File: config.mk
export PLATFORM = sky130hd
export DESIGN_NAME = ysyx_25020047_mem_arb
export DESIGN_NICKNAME = d
export VERILOG_FILES = /design/src/rtl/ysyx_25020047_mem_arb.sv
export SDC_FILE = /design/constraint.sdc
export NUM_CORES = 1
export LEC_CHECK = 0
export CORE_MARGIN = 2
export CORE_UTILIZATION = 41
export DETAILED_ROUTE_END_ITERATION = 8
export PLACE_DENSITY_LB_ADDON = 0.25
export RECOVER_POWER = 100
export SLEW_MARGIN = 20
export SYNTH_ARGS = -nofsm -noshare
export SYNTH_HDL_FRONTEND = slang
export SYNTH_SLANG_ARGS = --single-unit
File: constraint.sdc
create_clock -name clk -period 4.6 [get_ports clk]
set_input_delay 0.46 -clock clk [delete_from_list [all_inputs] [get_ports clk]]
set_output_delay 0.46 -clock clk [all_outputs]
set_load 0.02 [all_outputs]
File: src/rtl/ysyx_25020047_mem_arb.sv
// Two-master (IFU read-only, LSU read/write) arbiter in front of a single
// memory slave port. One transaction is in flight at a time and moves through
// IDLE -> REQ -> WAIT -> RESP. A consecutive-LSU counter stops the LSU from
// starving the IFU, and a timeout counter returns an error if the slave hangs.
module ysyx_25020047_mem_arb #(
    parameter int unsigned LSU_MAX = 4,
    parameter int unsigned TIMEOUT = 255
) (
    input  logic        clk,
    input  logic        rst,
    input  logic        ifu_valid,
    input  logic [31:0] ifu_addr,
    output logic        ifu_ready,
    output logic        ifu_resp_valid,
    output logic [31:0] ifu_rdata,
    output logic        ifu_err,
    input  logic        lsu_valid,
    input  logic        lsu_wen,
    input  logic [31:0] lsu_addr,
    input  logic [31:0] lsu_wdata,
    input  logic [3:0]  lsu_wmask,
    output logic        lsu_ready,
    output logic        lsu_resp_valid,
    output logic [31:0] lsu_rdata,
    output logic        lsu_err,
    output logic        s_req,
    output logic        s_wen,
    output logic [31:0] s_addr,
    output logic [31:0] s_wdata,
    output logic [3:0]  s_wmask,
    input  logic        s_ready,
    input  logic        s_resp_valid,
    input  logic [31:0] s_rdata
);

    localparam logic [1:0] S_IDLE = 2'd0;
    localparam logic [1:0] S_REQ  = 2'd1;
    localparam logic [1:0] S_WAIT = 2'd2;
    localparam logic [1:0] S_RESP = 2'd3;

    localparam int unsigned CW = $clog2(TIMEOUT + 2);
    localparam int unsigned LW = $clog2(LSU_MAX + 2);

    logic [1:0]    r_state;
    logic          r_owner_lsu;
    logic          r_wen;
    logic [31:0]   r_addr;
    logic [31:0]   r_wdata;
    logic [3:0]    r_wmask;
    logic [31:0]   r_rdata;
    logic          r_err;
    logic [CW-1:0] r_cnt;
    logic [LW-1:0] r_lcnt;

    logic w_in_idle;
    logic w_ifu_wins;
    logic w_grant_ifu;
    logic w_grant_lsu;
    logic w_expire;
    logic w_resp;

    // Arbitration and timeout decode. The expiry fires in the cycle whose
    // incremented count reaches TIMEOUT, so RESP lands TIMEOUT cycles after
    // entering REQ; ready is masked during reset so all outputs read 0.
    always_comb begin
        w_in_idle   = (r_state == S_IDLE) && !rst;
        w_ifu_wins  = ifu_valid && (!lsu_valid || (r_lcnt == LW'(LSU_MAX)));
        w_grant_ifu = w_in_idle && w_ifu_wins;
        w_grant_lsu = w_in_idle && lsu_valid && !w_ifu_wins;
        w_expire    = ((r_cnt + CW'(1)) == CW'(TIMEOUT));
        w_resp      = (r_state == S_RESP);
    end

    // Transaction sequencer: latch the winner, drive the slave, collect the
    // response or the timeout, present it for one cycle.
    always_ff @(posedge clk or posedge rst) begin
        if (rst) begin
            r_state     <= S_IDLE;
            r_owner_lsu <= 1'b0;
            r_wen       <= 1'b0;
            r_addr      <= '0;
            r_wdata     <= '0;
            r_wmask     <= '0;
            r_rdata     <= '0;
            r_err       <= 1'b0;
            r_cnt       <= '0;
            r_lcnt      <= '0;
        end else begin
            case (r_state)
                S_IDLE: begin
                    if (w_grant_ifu) begin
                        r_owner_lsu <= 1'b0;
                        r_wen       <= 1'b0;
                        r_addr      <= ifu_addr;
                        r_wdata     <= '0;
                        r_wmask     <= '0;
                        r_rdata     <= '0;
                        r_err       <= 1'b0;
                        r_cnt       <= '0;
                        r_lcnt      <= '0;
                        r_state     <= S_REQ;
                    end else if (w_grant_lsu) begin
                        r_owner_lsu <= 1'b1;
                        r_wen       <= lsu_wen;
                        r_addr      <= lsu_addr;
                        r_wdata     <= lsu_wdata;
                        r_wmask     <= lsu_wmask;
                        r_rdata     <= '0;
                        r_err       <= 1'b0;
                        r_cnt       <= '0;
                        r_lcnt      <= ifu_valid ? (r_lcnt + LW'(1)) : '0;
                        r_state     <= S_REQ;
                    end
                end
                S_REQ: begin
                    r_cnt <= r_cnt + CW'(1);
                    if (w_expire) begin
                        r_rdata <= '0;
                        r_err   <= 1'b1;
                        r_state <= S_RESP;
                    end else if (s_ready) begin
                        r_state <= S_WAIT;
                    end
                end
                S_WAIT: begin
                    r_cnt <= r_cnt + CW'(1);
                    if (s_resp_valid) begin
                        r_rdata <= r_wen ? '0 : s_rdata;
                        r_err   <= 1'b0;
                        r_state <= S_RESP;
                    end else if (w_expire) begin
                        r_rdata <= '0;
                        r_err   <= 1'b1;
                        r_state <= S_RESP;
                    end
                end
                default: begin
                    r_state <= S_IDLE;
                end
            endcase
        end
    end

    // Output drive: slave side from latched fields, master side gated by owner.
    always_comb begin
        ifu_ready      = w_grant_ifu;
        lsu_ready      = w_grant_lsu;
        s_req          = (r_state == S_REQ);
        s_wen          = r_wen;
        s_addr         = r_addr;
        s_wdata        = r_wdata;
        s_wmask        = r_wmask;
        ifu_resp_valid = w_resp && !r_owner_lsu;
        lsu_resp_valid = w_resp && r_owner_lsu;
        ifu_rdata      = ifu_resp_valid ? r_rdata : '0;
        ifu_err        = ifu_resp_valid && r_err;
        lsu_rdata      = lsu_resp_valid ? r_rdata : '0;
        lsu_err        = lsu_resp_valid && r_err;
    end

endmodule

Word-level counts from Yosys, hierarchy flattened
Cells that the tools add are included.
{ "totals": {"regBits": 117, "input_bits": 139, "out_inout_bits": 140} }
{ "classes": {"n_addsub": 2, "n_eq_ne": 8, "muxes": 36, "n_reduce_logical": 23} }
{ "ops": {"columns": ["cell", "n"], "rows": [
  ["$mux W32", 11],
  ["$pmux W32 S3", 1],
  ["$mux W9", 2],
  ["$pmux W9 S2", 1],
  ["$mux W2", 6],
  ["$add A9 B1 Y9 const B", 1],
  ["$eq A9 B8 Y1 const B", 1],
  ["$logic_and A1 B1 Y1", 9],
  ["$mux W3", 3],
  ["$mux W1", 8],
  ["$mux W4", 2],
  ["$ne A3 B3 Y1 const B", 2],
  ["$pmux W2 S3", 1],
  ["$reduce_and A2 Y1", 3],
  ["$eq A2 B2 Y1 const B", 2],
  ["$logic_not A1 Y1", 4],
  ["$reduce_bool A2 Y1", 2],
  ["$add A3 B1 Y3 const B", 1],
  ["$eq A3 B3 Y1 const B", 1],
  ["$ne A3 B1 Y1 const B", 1],
  ["$pmux W1 S3", 1],
  ["$reduce_and A3 Y1", 1],
  ["$reduce_bool A3 Y1", 1],
  ["$eq A2 B1 Y1 const B", 1],
  ["other kinds (3)", 3]
]} }

Logic depth before layout (Yosys ltp)
{ "logic_depth": {"ltp_word": 8, "mapped_depth": 8} }

Worst setup path after synthesis
No wires, ideal clock.
{ "synth_path": {"kind": "reg-to-output", "from": "register r_state[0]", "to": "output port lsu_ready", "t_arrival_ns": 1.573, "required_ns": 4.140, "slack_ns": 2.567, "stages_incl_launch_ff": 7, "path_buffers": 1, "cell_sequence": "dfrtp_1 > inv_1 > ha_1 > nor2b_1 > nand2_1 > a31oi_1 > clkbuf_1"} }
{ "synth_between": {"elab_chain_cells": 4} }
{ "synth_lines": {"columns": ["item", "line_no", "source"], "rows": [
  ["start, declared", "44", "logic [1:0] r_state;"],
  ["start signal, assigned", "78", "r_state <= S_IDLE;"],
  ["start signal, assigned", "101", "r_state <= S_REQ;"],
  ["start signal, assigned", "112", "r_state <= S_REQ;"],
  ["$logic_not A2 Y1", "66", "w_in_idle = (r_state == S_IDLE) && !rst;"],
  ["$logic_and A1 B1 Y1", "66", null],
  ["$logic_and A1 B1 Y1 (2 in a row)", "69", "w_grant_lsu = w_in_idle && lsu_valid && !w_ifu_wins;"],
  ["end, declared", "22", "output logic lsu_ready,"]
]} }
Every way passes these cells.

Worst setup path in the final report
{ "layout_path": {"from": "register r_state[0]", "to": "register r_rdata[12]"} }
{ "layout_between": {"elab_chain_cells": 6} }
{ "layout_lines": {"columns": ["item", "line_no", "source"], "rows": [
  ["$logic_not A2 Y1", "66, 89", null],
  ["$logic_and A1 B1 Y1", "66", null],
  ["$logic_and A1 B1 Y1 (2 in a row)", "69", null],
  ["$ne A3 B3 Y1 (no line)", null, null],
  ["$reduce_and A2 Y1 (no line)", null, null],
  ["end signal, assigned", "128", "r_rdata <= r_wen ? '0 : s_rdata;"],
  ["end, declared", "50", "logic [31:0] r_rdata;"]
]} }
Parallel ways exist; a longest one is shown, timed or not.
A chain may end at the register's enable or synchronous reset.

==> flow_summary.yaml <==
final_layout:
  nFillCells: 1018
  syn_to_final_growth_pct: 62.43
  diodes: 0
  final_layout_size_suffix_gt1_frac: 0.05854
  design_area_um2: 9164
  final_nets: 971
clock_network:
  hold_buffers: 0
  post_cts_resized: 0
  numCtsBuffers: 17
  cts_tree: "done"
  clockBufferDepth: 2
  htreeDepth: 4
  clock-root-buffer: "clkbuf_16"
  postCtsSetupBuffers: 0
  insertion_delay_ns: 0.41
  clock_sinks: 117
  clkTransAtPathRegs_ns: 0.06
sta:
  final-hold-violation-count: 0
  rsz0062_at_grt: "false"
  final-max-slew-violation-count: 125
  timing.fmax_mhz: 274.3
  worst-slew-pin-transition_ns: 2.643
  finalCritPeriodShare: 0.7925
  maxSlewHeadroom: -0.7714
  setup_viol: 0
  setup_tns_ns: 0
  clock_skew_ns: 0.009130
  finalCriticalPeriod_ns: 3.646
detailed_routing:
  drtPass1Iterations: 5
  routedWlPerCell_um: 16.99
  postRouteAntennaNets: 0
  num_vias: 5327
  wl_um: 17210
  detail_route.vias_per_cell: 5.259
  dr.first_iter.drc_count: 352
  drc: 0
place:
  dp_hpwl_um: 12450
  dpl_cell_area_um2: 8586
  gp_congestion: 0.8257
  port_buffers: 278
grt:
  gr-total-overflow: 0
  grt_first_pass_wirelength_um: 27030
  antenna_found_initial: 1
  grt_usage: 0.2342
  grt_pass1_vias: 5284
  grt_max_degree: 72
synthesis:
  post-synth-top-area-cell: "dfrtp_1"
  synthArstFlopShare: 1.000
  ys_top_cells_by_area: "dfrtp_1, a22o_1, mux2i_1"
  postSynthCellCount: 561
  synth_edf_count: 0
  avgSynthCellArea_um2: 10.06
  synth-seq-area-share: 0.5190
  synth_fp_nets: 708
  synth_area_um2: 5642
  yosys_warnings: 0
  synth_top_area_frac: 0.5190
  ys.flop_type: "dfrtp_1"
  yosysUniqueCellTypes: 46
  ys_ff_latch: 117
critical_path:
  crit_fanout: 38
  required_ns: 4.92
  worstSetupPathType: "register to register"
  crit_arrival_ns: 3.97
  end_kind: "register"
  cp-start-kind: "register"
floorplan:
  dieWidth_um: 121.3
  coreArea_um2: 13350
  initial_core_util: 0.4227
  num_rows: 42
  fp.dieArea_um2: 14710
  io_pins: 279
  die_height_um: 121.3
power:
  total_power_mw: 5.119
  p_leak_nw: 4.228
  vdd_ir_drop_max_v: 0.0002966
  p_per_area_nw_per_um2: 558.6
outcome:
  violations: "capacitance limit, slew limit"
  status: "finished with violations"
flow_run:
  cap_violations: 3
worst_hold_path:
  hold_class: "register to register"
==> routing by layer <==
layer	vias up	routed length, um	track usage
li1	2539	-	-
met1	2518	6810	0.2793
met2	232	8455	0.3943
met3	36	1499	0.07895
met4	2	428	0.08333
met5	-	16	0
==> metrics by stage <==
| stage | utilization | instances | setup slack, ns | hold slack (ns) |
|---|---|---|---|---|
| after floorplan | - | 561 | 1.039 | 0.4847 |
| after global placement | 0.6432 | 981 | 1.696 | 0.4612 |
| after detailed placement | 0.6432 | 981 | 1.530 | 0.4691 |
| after CTS | 0.6882 | 1013 | 1.172 | 0.4813 |
| after global routing | 0.6865 | 1013 | 0.5364 | 0.5001 |
| final | 0.6865 | 1013 | 0.9545 | 0.4715 |
==> cells by family after synthesis <==
| family | Yosys count | synth area share |
|---|---|---|
| and+or+nand+nor | 178 | 0.1603 |
| AOI/OAI and AO/OA | 173 | 0.2074 |
| DFF | 117 | 0.5190 |
| buffers and inverters | 51 | 0.03526 |
| muxes | 33 | 0.05877 |
| adders and majority gates | 8 | 0.01774 |
| xor gates and xnor gates | 1 | 0.001553 |
==> final cells by class <==
cell class	instances	area, um^2	share of cell area
clock buffer	19	452.9	0.04943
clock inverter	13	147.6	0.01611
timing repair buffer	286	2830	0.3088
inverter	9	35.03	0.003823
tap	176	220.2	0.02403
sequential	117	2928	0.3195
multi-input combinational	393	2550	0.2783
==> state kept, by name, indices dropped and copies added, names as in the netlist <==
| register | count |
|---|---|
| s_wdata | 32 |
| r_state | 2 |
| r_rdata | 32 |
| r_owner_lsu | 1 |
| s_wen | 1 |
| r_cnt | 9 |
| r_lcnt | 3 |
| s_addr | 32 |
| s_wmask | 4 |
| r_err | 1 |
==> synthesized netlist by cell type, types with 2 or more instances <==
cell type    n
and2_1      35
ha_1         8
nand2_1     81
a31oi_1      2
nor2_1       7
clkbuf_1    36
and3_1      33
o21ai_0     48
a21oi_1      2
nand2b_1     3
mux2i_1     32
nor2b_1      3
buf_2        6
a21o_1       3
nand3_1      2
a22o_1      43
a21boi_1     2
dfrtp_1    117
inv_1        9
o21ai_1     31
nor3_1       3
or3_1        2
a22oi_1     30
==> where the power goes <==
part	internal [mW]	total [mW]	switching [mW]
logic	0.880	2.05	1.17
clock network	0.832	1.33	0.494
registers	1.42	1.74	0.320
==> worst max-delay path, cell delays in order (launching register included) <==
cell and delay, ns:
dfrtp_1 0.42, ha_1 0.57, o21bai_2 0.36, buf_4 0.26, nor2b_1 1.57, a22oi_1 0.18
o21ai_0 0.20
==> final timing paths <==
check	from	end	slack [ns]	cells past startpoint
max	r_state[0]$_DFFE_PP0P_	r_rdata[12]$_DFFE_PP0P_	0.95	6
min	s_addr[6]$_DFFE_PP0P_	s_addr[6]$_DFFE_PP0P_	0.47	2
max reg2reg	r_state[0]$_DFFE_PP0P_	r_rdata[12]$_DFFE_PP0P_	0.95	6
min reg2reg	s_addr[6]$_DFFE_PP0P_	s_addr[6]$_DFFE_PP0P_	0.47	2
max in group asynchronous	rst	s_wmask[1]$_DFFE_PP0P_	1.25	3
min in group asynchronous	rst	r_lcnt[1]$_DFFE_PP0P_	1.29	2
==> cell usage in the layout, fill, tap and decap left out, types with 2 or more instances in the layout <==
| cell | count |
|---|---|
| clkinv_4 | 3 |
| and3_1 | 33 |
| mux2i_1 | 32 |
| nor3_1 | 3 |
| a22oi_1 | 30 |
| clkbuf_1 | 2 |
| nor2b_1 | 3 |
| a21oi_1 | 3 |
| and2_1 | 35 |
| nand3_1 | 2 |
| clkbuf_2 | 2 |
| a21o_1 | 3 |
| clkdlybuf4s50_1 | 137 |
| bufinv_16 | 2 |
| clkinvlp_4 | 4 |
| dlygate4sd3_1 | 141 |
| nand2_1 | 81 |
| ha_1 | 8 |
| clkbuf_16 | 17 |
| or3_1 | 2 |
| nand2b_1 | 3 |
| buf_4 | 4 |
| o21ai_0 | 77 |
| nor2_1 | 7 |
| dfrtp_1 | 117 |
| inv_1 | 8 |
| a22o_1 | 43 |
| clkbuf_8 | 2 |
| inv_6 | 3 |
Note: power is estimated with default switching activity, not from simulation.
==> edit 1: new RTL, config.mk and constraints unchanged <==
Set the parameter `TIMEOUT` to 510 (it was 255).
--- a/src/rtl/ysyx_25020047_mem_arb.sv
+++ b/src/rtl/ysyx_25020047_mem_arb.sv
@@ -4,7 +4,7 @@
 // starving the IFU, and a timeout counter returns an error if the slave hangs.
 module ysyx_25020047_mem_arb #(
     parameter int unsigned LSU_MAX = 4,
-    parameter int unsigned TIMEOUT = 255
+    parameter int unsigned TIMEOUT = 510
 ) (
     input  logic        clk,
     input  logic        rst,
Function: no difference found for any inputs over 4 cycles, from zero or initial values and one cycle with rst high; that may be too few to reach the edited logic, so the function may still have changed.
==> edit 1 against the unedited design <==
The flow still finishes with violations (max-capacitance violations, max-slew violations); cell area increased by 1.4%; power decreased by 0.20%; sequential share of layout area decreased by 0.45 points; combinational power increased by 2%; sequential cell count unchanged; wire length decreased by 2.2%; setup slack got worse by 0.030 ns; synthesized area increased by 2.6%; critical path type is now reg2out; largest cell class unchanged.
==> edit 1: results (changes against the unedited design) <==
stage,metric,value,unit,change
setup_path,r2r-end,s_addr[19]$_DFFE_PP0P_,,
global_route,grt_start_max_net_pins,106,,+47%
sta,finalMaxSlewViolations,167,,+34%
logic_synthesis,synth_cell_type_count,50,,+8.7%
layout,clkCellAreaFrac,6.23,%,-0.32 points
layout,multi_input_area_share,28.8,%,+0.94 points
logic_synthesis,synth_common_cells,"dfrtp_1, nand2_1, o21ai_0",,
sta,finClkSkew,0.0100,ns,+0.000919 ns
logic_synthesis,synth_compound_area_share,22.7,%,+2.0 points
setup_path,r2r_slack,1.76,ns,+0.81 ns
logic_synthesis,syn_area_per_cell,10.4,sq um,+3.7%
routing,wl,16800,um,-2.2%
outcome,outcome,"finished, violations left",,
outcome,violations,"max-capacitance violations, max-slew violations",,
power,powerClk,0.00129,W,-3%
routing,dr.pass1.iters,4,,-1
logic_synthesis,synth_xor_area_share,0.151,%,-0.0040 points
setup_path,cpMaxStageDelayCell,ha_1,,
place,gp_congestion,0.825,,about the same
power,p_sw,0.00197,W,-0.63%
setup_path,critPathLaunch,r_state[1]$_DFFE_PP0P_,,
place,placed_area,8730,sq um,+1.7%
global_route,grt_pass1_wl,26700,um,-1.2%
layout,fin_nets,968,,-0.31%
setup_path,cp_top_family,buffers and inverters,,
logic_synthesis,synth_fp_nets,702,,-0.85%
run,max_cap_viol_count,2,,-1
logic_synthesis,seq_area_frac_synth,50.6,%,-1.3 points
power,p_leak,4.27,nW,+1.0%
worst_hold_path,worstHoldStart,s_addr[26]$_DFFE_PP0P_,,
logic_synthesis,synthTopCellsByArea,"dfrtp_1, a22o_1, mux2i_1",,
power,power_density,550,nW/um^2,-1.6%
power,swShare,38.7,%,-0.17 points
layout,seq-cell-share,31.5,%,-0.45 points
power,p_comb,0.00209,W,+2%
layout,nNonClkBuffers,287,,+0.35%
routing,via_per_inst,5.26,,about the same
setup_path,crit_path_end,ifu_rdata[4],,
setup_path,path_max_fanout,36,,-5.3%
logic_synthesis,synthMuxAreaShare,5.70,%,-0.17 points
layout,seq_cell_count,117,,unchanged
layout,num-fill-cells,1054,,+3.5%
layout,finalNonFillerCells,1014,,+0.099%
## edit 1: cell types whose count changed in the layout (fill, tap and decap cells not counted), sizes merged, moves of 2 or more
| cell | before | now |
|---|---|---|
| clkbuf | 23 | 26 |
| dlygate4sd3 | 141 | 139 |
| a22oi | 30 | 32 |
| clkdlybuf4s50 | 137 | 139 |
| inv | 11 | 8 |
| nand2 | 81 | 77 |
| a21oi | 3 | 1 |
| nor2 | 8 | 5 |
## edit 1: per-layer routing
| layer | track usage [%] | vias to the layer above | part of all wire, % |
|---|---|---|---|
| met5 | 0 | - | 0 |
| met4 | 8.84 | 0 | 2.6 |
| met3 | 7.06 | 33 | 7.9 |
| met2 | 37.7 | 226 | 49 |
| met1 | 28.0 | 2539 | 40 |
| li1 | - | 2534 | - |
==> edit 2: new RTL, config.mk and constraints unchanged <==
Made on the original files. Reset style: synchronous (`rst`), changed in one clocked block.
--- a/src/rtl/ysyx_25020047_mem_arb.sv
+++ b/src/rtl/ysyx_25020047_mem_arb.sv
@@ -73,7 +73,7 @@
 
     // Transaction sequencer: latch the winner, drive the slave, collect the
     // response or the timeout, present it for one cycle.
-    always_ff @(posedge clk or posedge rst) begin
+    always_ff @(posedge clk) begin
         if (rst) begin
             r_state     <= S_IDLE;
             r_owner_lsu <= 1'b0;
Behaviour: differs if rst is asserted again (counterexample within 4 cycles, from zero or initial values and one cycle with rst high); with rst held inactive, the same outputs for 4 cycles.
==> edit 2 against the unedited design <==
The run still ends with max-capacitance violations, max-slew violations left; sequential cell count is the same; setup slack worse by 0.00093 ns; synthesized area up 1.4%; cell area is 0.48% lower; utilization is 2.4 points lower; non-clock buffer count rose by 6; wire length increased by 5.7%; via count increased by 14%; sequential share of layout area fell by 6.3 points; critical endpoint is now ifu_rdata[21]; largest cell class is now multi-input gates.
Power is not compared: it rests on default switching activity, and its combinational part moved more than twofold at a synthesized area within 25%.
==> edit 2: results (changes against the unedited design) <==
stage,metric,value,unit,change
outcome,outcome,"finished, violations left",,
outcome,violations,"max-capacitance violations, max-slew violations",,
logic_synthesis,syn_area_per_cell,7.95,sq um,-21%
layout,clkbuf_count,25,,+6
global_route,grt_start_max_net_pins,64,,-11%
sta,whs,0.446,ns,-0.0256 ns
worst_hold_path,holdPathEnd,s_wdata[18]$_SDFFE_PP0P_,,
layout,clkCellAreaFrac,6.50,%,-0.051 points
setup_path,crit_path_end,ifu_rdata[21],,
logic_synthesis,synth_fp_nets,867,,+22%
logic_synthesis,synth_cell_type_count,51,,+11%
global_route,grt_pass1_vias,5661,,+7.1%
run,max_cap_viol_count,3,,unchanged
global_route,antenna_found_initial,0,,-1
layout,fin_nets,1117,,+15%
layout,seq-cell-share,25.7,%,-6.3 points
setup_path,r2r-end,s_wmask[1]$_SDFFE_PP0P_,,
logic_synthesis,seq_area_frac_synth,40.9,%,-11 points
place,dp_hpwl,12800,um,+3.0%
routing,via_per_inst,5.22,,-0.73%
setup_path,critPathLaunch,r_state[1]$_SDFFE_PP0P_,,
logic_synthesis,synth_common_cells,"dfxtp_1, nand2_1, nor2_1",,
global_route,grt_pass1_wl,28200,um,+4.5%
sta,finalMaxSlewViolations,96,,-23%
layout,nMultiInputCombCells,530,,+35%
layout,drive_gt1_share,5.09,%,-0.77 points
logic_synthesis,synth_compound_area_share,25.2,%,+4.5 points
logic_synthesis,synthMuxAreaShare,0.372,%,-5.5 points
setup_path,ff2ff_path_depth,8,,+2
logic_synthesis,synth_xor_area_share,0.306,%,+0.15 points
layout,buf_share,31.5,%,+0.57 points
setup_path,slowest_delay,0.77,ns,-0.80 ns
worst_hold_path,worstHoldStart,s_wdata[18]$_SDFFE_PP0P_,,
sta,max-slew-margin-rel,-13.8,%,+63 points
setup_path,r2r-start,r_state[0]$_SDFFE_PP0P_,,
layout,multi_input_area,3050,sq um,+19%
setup_path,path_max_fanout,39,,+2.6%
routing,wl_per_cell,15.6,um,-8.0%
routing,first_iter_violations,347,,-1.4%
==> edit 2: cell families (layout without fill, tap and decap cells) <==
kind of cell	count (synthesis)	after routing
and+or+nand+nor	307	307
AOI/OAI and AO/OA	211	211
DFF	117	117
buffers and inverters	73	336
adders and majority gates	8	8
xor gates and xnor gates	2	2
muxes	2	2
==> edit 2: routing by layer <==
metal | track usage (%) | up-vias | wire, um
met4 | 10.1 | 0 | 411
met5 | 0 | - | 0
li1 | - | 3039 | -
met2 | 39.1 | 232 | 8680
met1 | 28.9 | 2771 | 7680
met3 | 7.44 | 29 | 1410
==> edit 2: stage by stage <==
| step | instance area, sq um | worst slack, ns |
|---|---|---|
| after floorplan | 5720 | 2.47 |
| after global placement | 8540 | 1.66 |
| after detailed placement | 8540 | 1.57 |
| after CTS | 9140 | 1.54 |
| after global routing | 9120 | 0.717 |
| final | 9120 | 0.954 |
